$ cat src/rtl/sprite_engine_pkg.sv
// Shared register map, CTRL bit positions and slot register layout
// for the sprite engine.
package sprite_engine_pkg;

  localparam logic [1:0] OFF_X    = 2'd0;
  localparam logic [1:0] OFF_Y    = 2'd1;
  localparam logic [1:0] OFF_CTRL = 2'd2;
  localparam logic [1:0] OFF_STAT = 2'd3;

  localparam int CTRL_EN   = 0;
  localparam int CTRL_ANIM = 1;
  localparam int CTRL_FLSB = 4;
  localparam int CTRL_FMSB = 7;

  typedef struct packed {
    logic [15:0] x;
    logic [15:0] y;
    logic        en;
    logic        anim;
    logic [3:0]  frm;
  } spr_regs_t;

  function automatic logic [15:0] ctrl_word(input spr_regs_t r);
    return {8'h00, r.frm, 2'b00, r.anim, r.en};
  endfunction

endpackage

$ cat src/rtl/sprite_slot.sv
// One sprite slot: pending/active registers, animation divider,
// ROM base address and line-start compare.
module sprite_slot
  import sprite_engine_pkg::*;
#(
  parameter int CORDW      = 16,
  parameter int NUM_FRAMES = 3,
  parameter int SPR_PIXELS = 640,
  parameter int ADDRW      = 11,
  parameter int ANIM_DIV   = 16
) (
  input  logic                    clk_i,
  input  logic                    rst_i,
  input  logic                    wr_x_i,
  input  logic                    wr_y_i,
  input  logic                    wr_ctrl_i,
  input  logic [15:0]             wdata_i,
  input  logic                    frame_i,
  input  logic                    line_i,
  input  logic signed [CORDW-1:0] sy_i,
  output spr_regs_t               pend_o,
  output logic [3:0]              frm_o,
  output logic signed [CORDW-1:0] x_o,
  output logic                    start_o,
  output logic                    en_o,
  output logic [ADDRW-1:0]        base_o
);

  localparam logic [3:0] FRM_MAX = 4'(NUM_FRAMES - 1);

  spr_regs_t pend_q, pend_d;
  spr_regs_t act_q, act_d;
  logic [ADDRW-1:0] base_q;
  logic start_q;
  logic [3:0] wfrm;
  logic signed [CORDW-1:0] y_s;
  logic hit;

  always_comb begin
    wfrm = wdata_i[CTRL_FMSB:CTRL_FLSB];
    if (wfrm > FRM_MAX) wfrm = FRM_MAX;
  end

  always_comb begin
    pend_d = pend_q;
    if (wr_x_i) pend_d.x = wdata_i;
    if (wr_y_i) pend_d.y = wdata_i;
    if (wr_ctrl_i) begin
      pend_d.en  = wdata_i[CTRL_EN];
`ifdef SPRITE_AUTOANIM_EN
      pend_d.anim = wdata_i[CTRL_ANIM];
`else
      pend_d.anim = 1'b0;
`endif
      pend_d.frm = wfrm;
    end
  end

`ifdef SPRITE_AUTOANIM_EN
  localparam int DIVW = (ANIM_DIV > 1) ? $clog2(ANIM_DIV) : 1;
  localparam logic [DIVW-1:0] DIV_TC = DIVW'(ANIM_DIV - 1);

  logic [DIVW-1:0] div_q, div_d;
  logic ld_q, ld_d;
  logic adv;
  logic [3:0] nxt_frm;

  assign nxt_frm = (act_q.frm == FRM_MAX) ? 4'd0 : act_q.frm + 4'd1;

  // A CPU frame write overrides animation until it has been committed
  always_comb begin
    ld_d  = ld_q;
    div_d = div_q;
    adv   = 1'b0;
    if (frame_i) ld_d = 1'b0;
    if (frame_i && act_q.anim) begin
      if (div_q == DIV_TC) begin
        div_d = '0;
        adv   = 1'b1;
      end else begin
        div_d = div_q + 1'b1;
      end
    end
    if (wr_ctrl_i) begin
      ld_d  = 1'b1;
      div_d = '0;
    end
  end

  always_ff @(posedge clk_i) begin
    if (rst_i) begin
      div_q <= '0;
      ld_q  <= 1'b0;
    end else begin
      div_q <= div_d;
      ld_q  <= ld_d;
    end
  end
`else
  logic [32:0] unused_cfg;
  assign unused_cfg = {act_q.anim, 32'(ANIM_DIV)};
`endif

  always_comb begin
    act_d = act_q;
    if (frame_i) begin
      act_d = pend_q;
`ifdef SPRITE_AUTOANIM_EN
      if (!ld_q) act_d.frm = adv ? nxt_frm : act_q.frm;
`endif
    end
  end

  assign y_s = CORDW'(signed'(act_q.y));
  assign hit = act_q.en && !y_s[CORDW-1] && (y_s == sy_i);

  always_ff @(posedge clk_i) begin
    if (rst_i) begin
      pend_q  <= '0;
      act_q   <= '0;
      base_q  <= '0;
      start_q <= 1'b0;
    end else begin
      pend_q  <= pend_d;
      act_q   <= act_d;
      base_q  <= ADDRW'(32'(act_q.frm) * 32'(SPR_PIXELS));
      start_q <= line_i && hit;
    end
  end

  assign pend_o  = pend_q;
  assign frm_o   = act_q.frm;
  assign x_o     = CORDW'(signed'(act_q.x));
  assign start_o = start_q;
  assign en_o    = act_q.en;
  assign base_o  = base_q;

endmodule

$ cat src/rtl/sprite_engine.sv
// Sprite engine top: CPU bus decode, read mux and per-slot instances.
// Optional feature macro: SPRITE_AUTOANIM_EN (frame auto-animation).
module sprite_engine
  import sprite_engine_pkg::*;
#(
  parameter int NUM_SPR    = 4,
  parameter int CORDW      = 16,
  parameter int NUM_FRAMES = 3,
  parameter int SPR_PIXELS = 640,
  parameter int ADDRW      = 11,
  parameter int ANIM_DIV   = 16
) (
  input  logic                                 clk,
  input  logic                                 rst,
  input  logic                                 bus_cs,
  input  logic                                 bus_write,
  input  logic [7:0]                           bus_addr,
  input  logic [15:0]                          bus_wdata,
  output logic [15:0]                          bus_rdata,
  input  logic                                 frame,
  input  logic                                 line,
  input  logic signed [CORDW-1:0]              sy,
  output logic signed [NUM_SPR-1:0][CORDW-1:0] spr_x,
  output logic [NUM_SPR-1:0]                   spr_start,
  output logic [NUM_SPR-1:0]                   spr_en,
  output logic [NUM_SPR-1:0][ADDRW-1:0]        spr_base
);

  logic [5:0] slot;
  logic [1:0] off;
  logic wr;
  logic [15:0] rdata_q, rdata_d;
  spr_regs_t pend [NUM_SPR];
  logic [3:0] frm [NUM_SPR];

  assign slot = bus_addr[7:2];
  assign off  = bus_addr[1:0];
  assign wr   = bus_cs && bus_write;

  for (genvar i = 0; i < NUM_SPR; i++) begin : g_slot
    logic sel;
    assign sel = wr && (slot == 6'(i));

    sprite_slot #(
      .CORDW     (CORDW),
      .NUM_FRAMES(NUM_FRAMES),
      .SPR_PIXELS(SPR_PIXELS),
      .ADDRW     (ADDRW),
      .ANIM_DIV  (ANIM_DIV)
    ) u_slot (
      .clk_i    (clk),
      .rst_i    (rst),
      .wr_x_i   (sel && off == OFF_X),
      .wr_y_i   (sel && off == OFF_Y),
      .wr_ctrl_i(sel && off == OFF_CTRL),
      .wdata_i  (bus_wdata),
      .frame_i  (frame),
      .line_i   (line),
      .sy_i     (sy),
      .pend_o   (pend[i]),
      .frm_o    (frm[i]),
      .x_o      (spr_x[i]),
      .start_o  (spr_start[i]),
      .en_o     (spr_en[i]),
      .base_o   (spr_base[i])
    );
  end

  // Unmapped slots never match the loop and so read as zero
  always_comb begin
    rdata_d = rdata_q;
    if (bus_cs && !bus_write) begin
      rdata_d = '0;
      for (int i = 0; i < NUM_SPR; i++) begin
        if (slot == 6'(i)) begin
          unique case (1'b1)
            off == OFF_X:    rdata_d = pend[i].x;
            off == OFF_Y:    rdata_d = pend[i].y;
            off == OFF_CTRL: rdata_d = ctrl_word(pend[i]);
            off == OFF_STAT: rdata_d = {12'h000, frm[i]};
            default:         rdata_d = '0;
          endcase
        end
      end
    end
  end

  always_ff @(posedge clk) begin
    if (rst) rdata_q <= '0;
    else     rdata_q <= rdata_d;
  end

  assign bus_rdata = rdata_q;

endmodule

$ cat config.mk
export PLATFORM = sky130hd
export DESIGN_NAME = sprite_engine
export DESIGN_NICKNAME = d
export VERILOG_FILES = /design/src/rtl/sprite_engine_pkg.sv /design/src/rtl/sprite_slot.sv /design/src/rtl/sprite_engine.sv
export SDC_FILE = /design/constraint.sdc
export NUM_CORES = 1
export LEC_CHECK = 0
export BUFFER_PORTS_ARGS = -buffer_cell sky130_fd_sc_hd__buf_2
export CORE_MARGIN = 3
export CORE_UTILIZATION = 58
export CTS_BUF_LIST = sky130_fd_sc_hd__clkbuf_4 sky130_fd_sc_hd__clkbuf_8 sky130_fd_sc_hd__clkbuf_16
export DETAILED_ROUTE_END_ITERATION = 8
export PLACE_DENSITY = 0.8
export SLEW_MARGIN = 20
export SYNTH_ARGS = -nofsm -noshare
export SYNTH_HDL_FRONTEND = slang
export SYNTH_HIERARCHICAL = 1
export SYNTH_SLANG_ARGS = --single-unit
$ cat constraint.sdc
create_clock -name clk -period 6.6 [get_ports clk]
set_input_delay 0.66 -clock clk [delete_from_list [all_inputs] [get_ports clk]]
set_output_delay 0.66 -clock clk [all_outputs]
set_load 0.01 [all_outputs]
==> results.cfg <==
[clocking]
htreeDepth = 2
postCtsSetupRepairBufs = 0
cts_tree = done
root_buffer = clkbuf_16
numCtsBuffers = 35
clkLatencyLatePin_ns = 0.51
cts_buffer_depth = 3
clk_pin_slew_ns = 0.06
cts_resized = 0
cts_num_sinks = 332
postCtsHoldBufs = 0

[logic_synthesis]
seq_area_frac_synth_pct = 44.46
ys_async_sr_fraction_pct = 0
yosys.area.top_type = dfxtp_1
synthTopCellsByCount = dfxtp_1 (332), mux2i_1 (307), nor2_1 (300), buf_4 (140), xor2_1 (64)
synth.most_common_cell = dfxtp_1
synthDistinctLibCells = 49
synth.area.top_cells = dfxtp_1 (44%), mux2i_1 (21%), nor2_1 (7.5%), buf_4 (7.0%), xor2_1 (3.7%)
avgSynthCellArea_um2 = 10.13
syn-cell-area_mm2 = 0.01495
synth_top_area_share_pct = 44.46
ys_ff_latch = 332
synth_edf_count = 0
yosys_most_used_dff = dfxtp_1
yosys_warnings = 6
synthCells = 1476

[sta]
final.setup_skew_ns = 0.01193
drv_slew = 0
worst_pin_slew_ns = 1.135
period_minus_slack_ns = 2.994
period_share_pct = 45.36
whs_ns = 0.4836
setup_viol = 0
rsz0062_at_grt = false
fin_setup_tns_ns = 0
slew_headroom_pct = 24.27
fmax_mhz = 334.0
hold_violations = 0

[power_and_ir_drop]
ir_worst_vdd_mv = 0.1699
leakagePower_nw = 6.801
power.density_mw_per_mm2 = 263.5
p_int_mw = 3.285
seq_power_share_pct = 47.4
total_power_mw = 4.249
p_comb_share_pct = 6.1
power.switching_mw = 0.9636
p_clk_share_pct = 46.6
netSwitchingFraction_pct = 22.68

[routing]
drtIter0Drc = 1219
via_count = 10890
drc = 0
first_pass_iters = 7
viasPerCell = 5.911
antenna_left = 0
avgRoutedWirePerCell_um = 22.70
drt-total-wl_mm = 41.82

[worst_setup_path]
cpMaxStageDelayCell = nor2_2
crit_required_ns = 6.95
max_stage_delay_ns = 0.97
arrival_ns = 3.35
cp_cell_sequence = buf_2, inv_1, nand2_1, nor2_2, mux2i_1, nor2_1
end_kind = flop
startpoint_type = input port
critPathKind = in -> reg
critPathMaxFanout = 32

[floorplan]
die_w_um = 166.6
pin_count = 178
dieArea_mm2 = 0.02774
dieHeight_um = 166.6
row_count = 58
initial_core_util_pct = 59.20
core_mm2 = 0.02525

[cells_and_area]
final_nets = 1538
final_cells = 1842
area_growth_pct = 7.842
final-seq-area_mm2 = 0.006646
final_util_pct = 63.84
multi_input_area_mm2 = 0.007036
diodes = 0
drive_gt1_share_pct = 19.25
final.fill_count = 2091

[worst_hold_path]
hp-class = reg -> reg

[grt]
grt_use_total_pct = 28.85
grt_pass1_wl_mm = 62.51
grt_max_degree = 139
grt_remaining_overflow = 0
grt_pass1_vias = 10590
antenna_found_initial = 0

[status]
run_status = completed

[placed_design]
dp_cells = 1781
port-buffer-count = 149
post-dp-hpwl_mm = 27.77
globalplace.congestion = 1.051

[job]
drv_cap = 0
[per-stage QoR]
| stage | instance area (um^2) | setup WS (ns) |
|---|---|---|
| floorplan | 15060 | 3.993 |
| global placement | 14950 | 3.304 |
| detailed placement | 14950 | 3.155 |
| CTS | 16120 | 3.688 |
| global route | 16120 | 3.490 |
| finish | 16120 | 3.606 |
[routing by layer]
metal	part of all wire (%)	global-route usage (%)	wire (um)	vias up
li1	-	-	-	4928
met1	42	39.93	17480	5218
met4	5.8	15.42	2422	0
met3	9.7	5.032	4047	148
met5	0	0	0	-
met2	43	43.22	17870	594
[cells by family (layout without fill, tap and decap cells)]
family	count (synthesis)	after routing	synth area share (%)
other cells	4	32	0.1004
simple gates	409	409	13.06
compound gates	104	104	4.929
flops	332	332	44.46
mux	338	338	23.79
fa+ha+maj	4	4	0.3348
buf+inv	217	225	9.348
xor+xnor	68	68	3.984
[worst max-delay path: cells and delay by family]
family / cells / cell delay (ns)
mux: 1 / 0.29
simple gates: 3 / 1.41
buf+inv: 2 / 0.98
[cell usage in the layout (no fill, tap or decap), types with 5 or more instances in the layout]
cell type and count:
a21oi_1 24, a221o_1 5, a22oi_1 6, a31oi_1 8, buf_2 146, buf_4 10, clkbuf_16 37, clkbuf_4 9
clkbuf_8 7, clkinv_2 7, conb_1 32, dfxtp_1 332, inv_1 6, mux2_2 19, mux2i_1 307, mux4_2 12
nand2b_1 16, nand3_1 9, nand4_1 8, nor2_1 297, nor2b_1 14, nor3_1 6, nor3b_1 8, nor4_2 17
o21ai_0 18, o221ai_1 11, o22a_1 6, o22ai_2 6, o2bb2ai_1 6, or3b_1 6, xor2_1 64
[final timing paths]
path                            slack [ns]                          end                       from  cells past startpoint
worst min register to register        0.48      g_slot[2].u_slot/x_o[4]    g_slot[2].u_slot/x_o[4]                      2
worst max register to register        4.88                 bus_rdata[1]  g_slot[2].u_slot/frm_o[1]                      4
worst min-delay path                  0.48      g_slot[2].u_slot/x_o[4]    g_slot[2].u_slot/x_o[4]                      2
worst max-delay path                  3.61  g_slot[0].u_slot/pend_o[19]                bus_addr[1]                      6
[layout make-up]
| cell class | count | share of cell area (%) |
|---|---|---|
| sequential | 332 | 41.22 |
| inverter | 6 | 0.1397 |
| timing repair buffer | 158 | 5.176 |
| clock inverter | 9 | 0.5898 |
| tap | 330 | 2.561 |
| clock buffer | 52 | 6.674 |
| multi-input combinational | 955 | 43.64 |
[flip-flops by register name, summed over array words and instances (netlist names)]
| register | count |
|---|---|
| g_slot.u_slot/start_o | 4 |
| g_slot.u_slot/frm_o | 16 |
| g_slot.u_slot/en_o | 4 |
| g_slot.u_slot/pend_o | 148 |
| g_slot.u_slot/y_s | 64 |
| g_slot.u_slot/x_o | 64 |
| g_slot.u_slot/base_o | 16 |
| bus_rdata | 16 |
[power by group through the flow]
stage          clock network [mW]  logic [mW]  registers [mW]
2_1_floorplan                   0       0.168            2.06
3_3_place_gp                    0       0.246            2.06
3_5_place_dp                    0       0.249            2.06
4_1_cts                      2.00       0.249            2.01
5_1_grt                      2.09       0.265            2.01
6_report                     1.98       0.257            2.01
(Power assumes the default switching activity.)
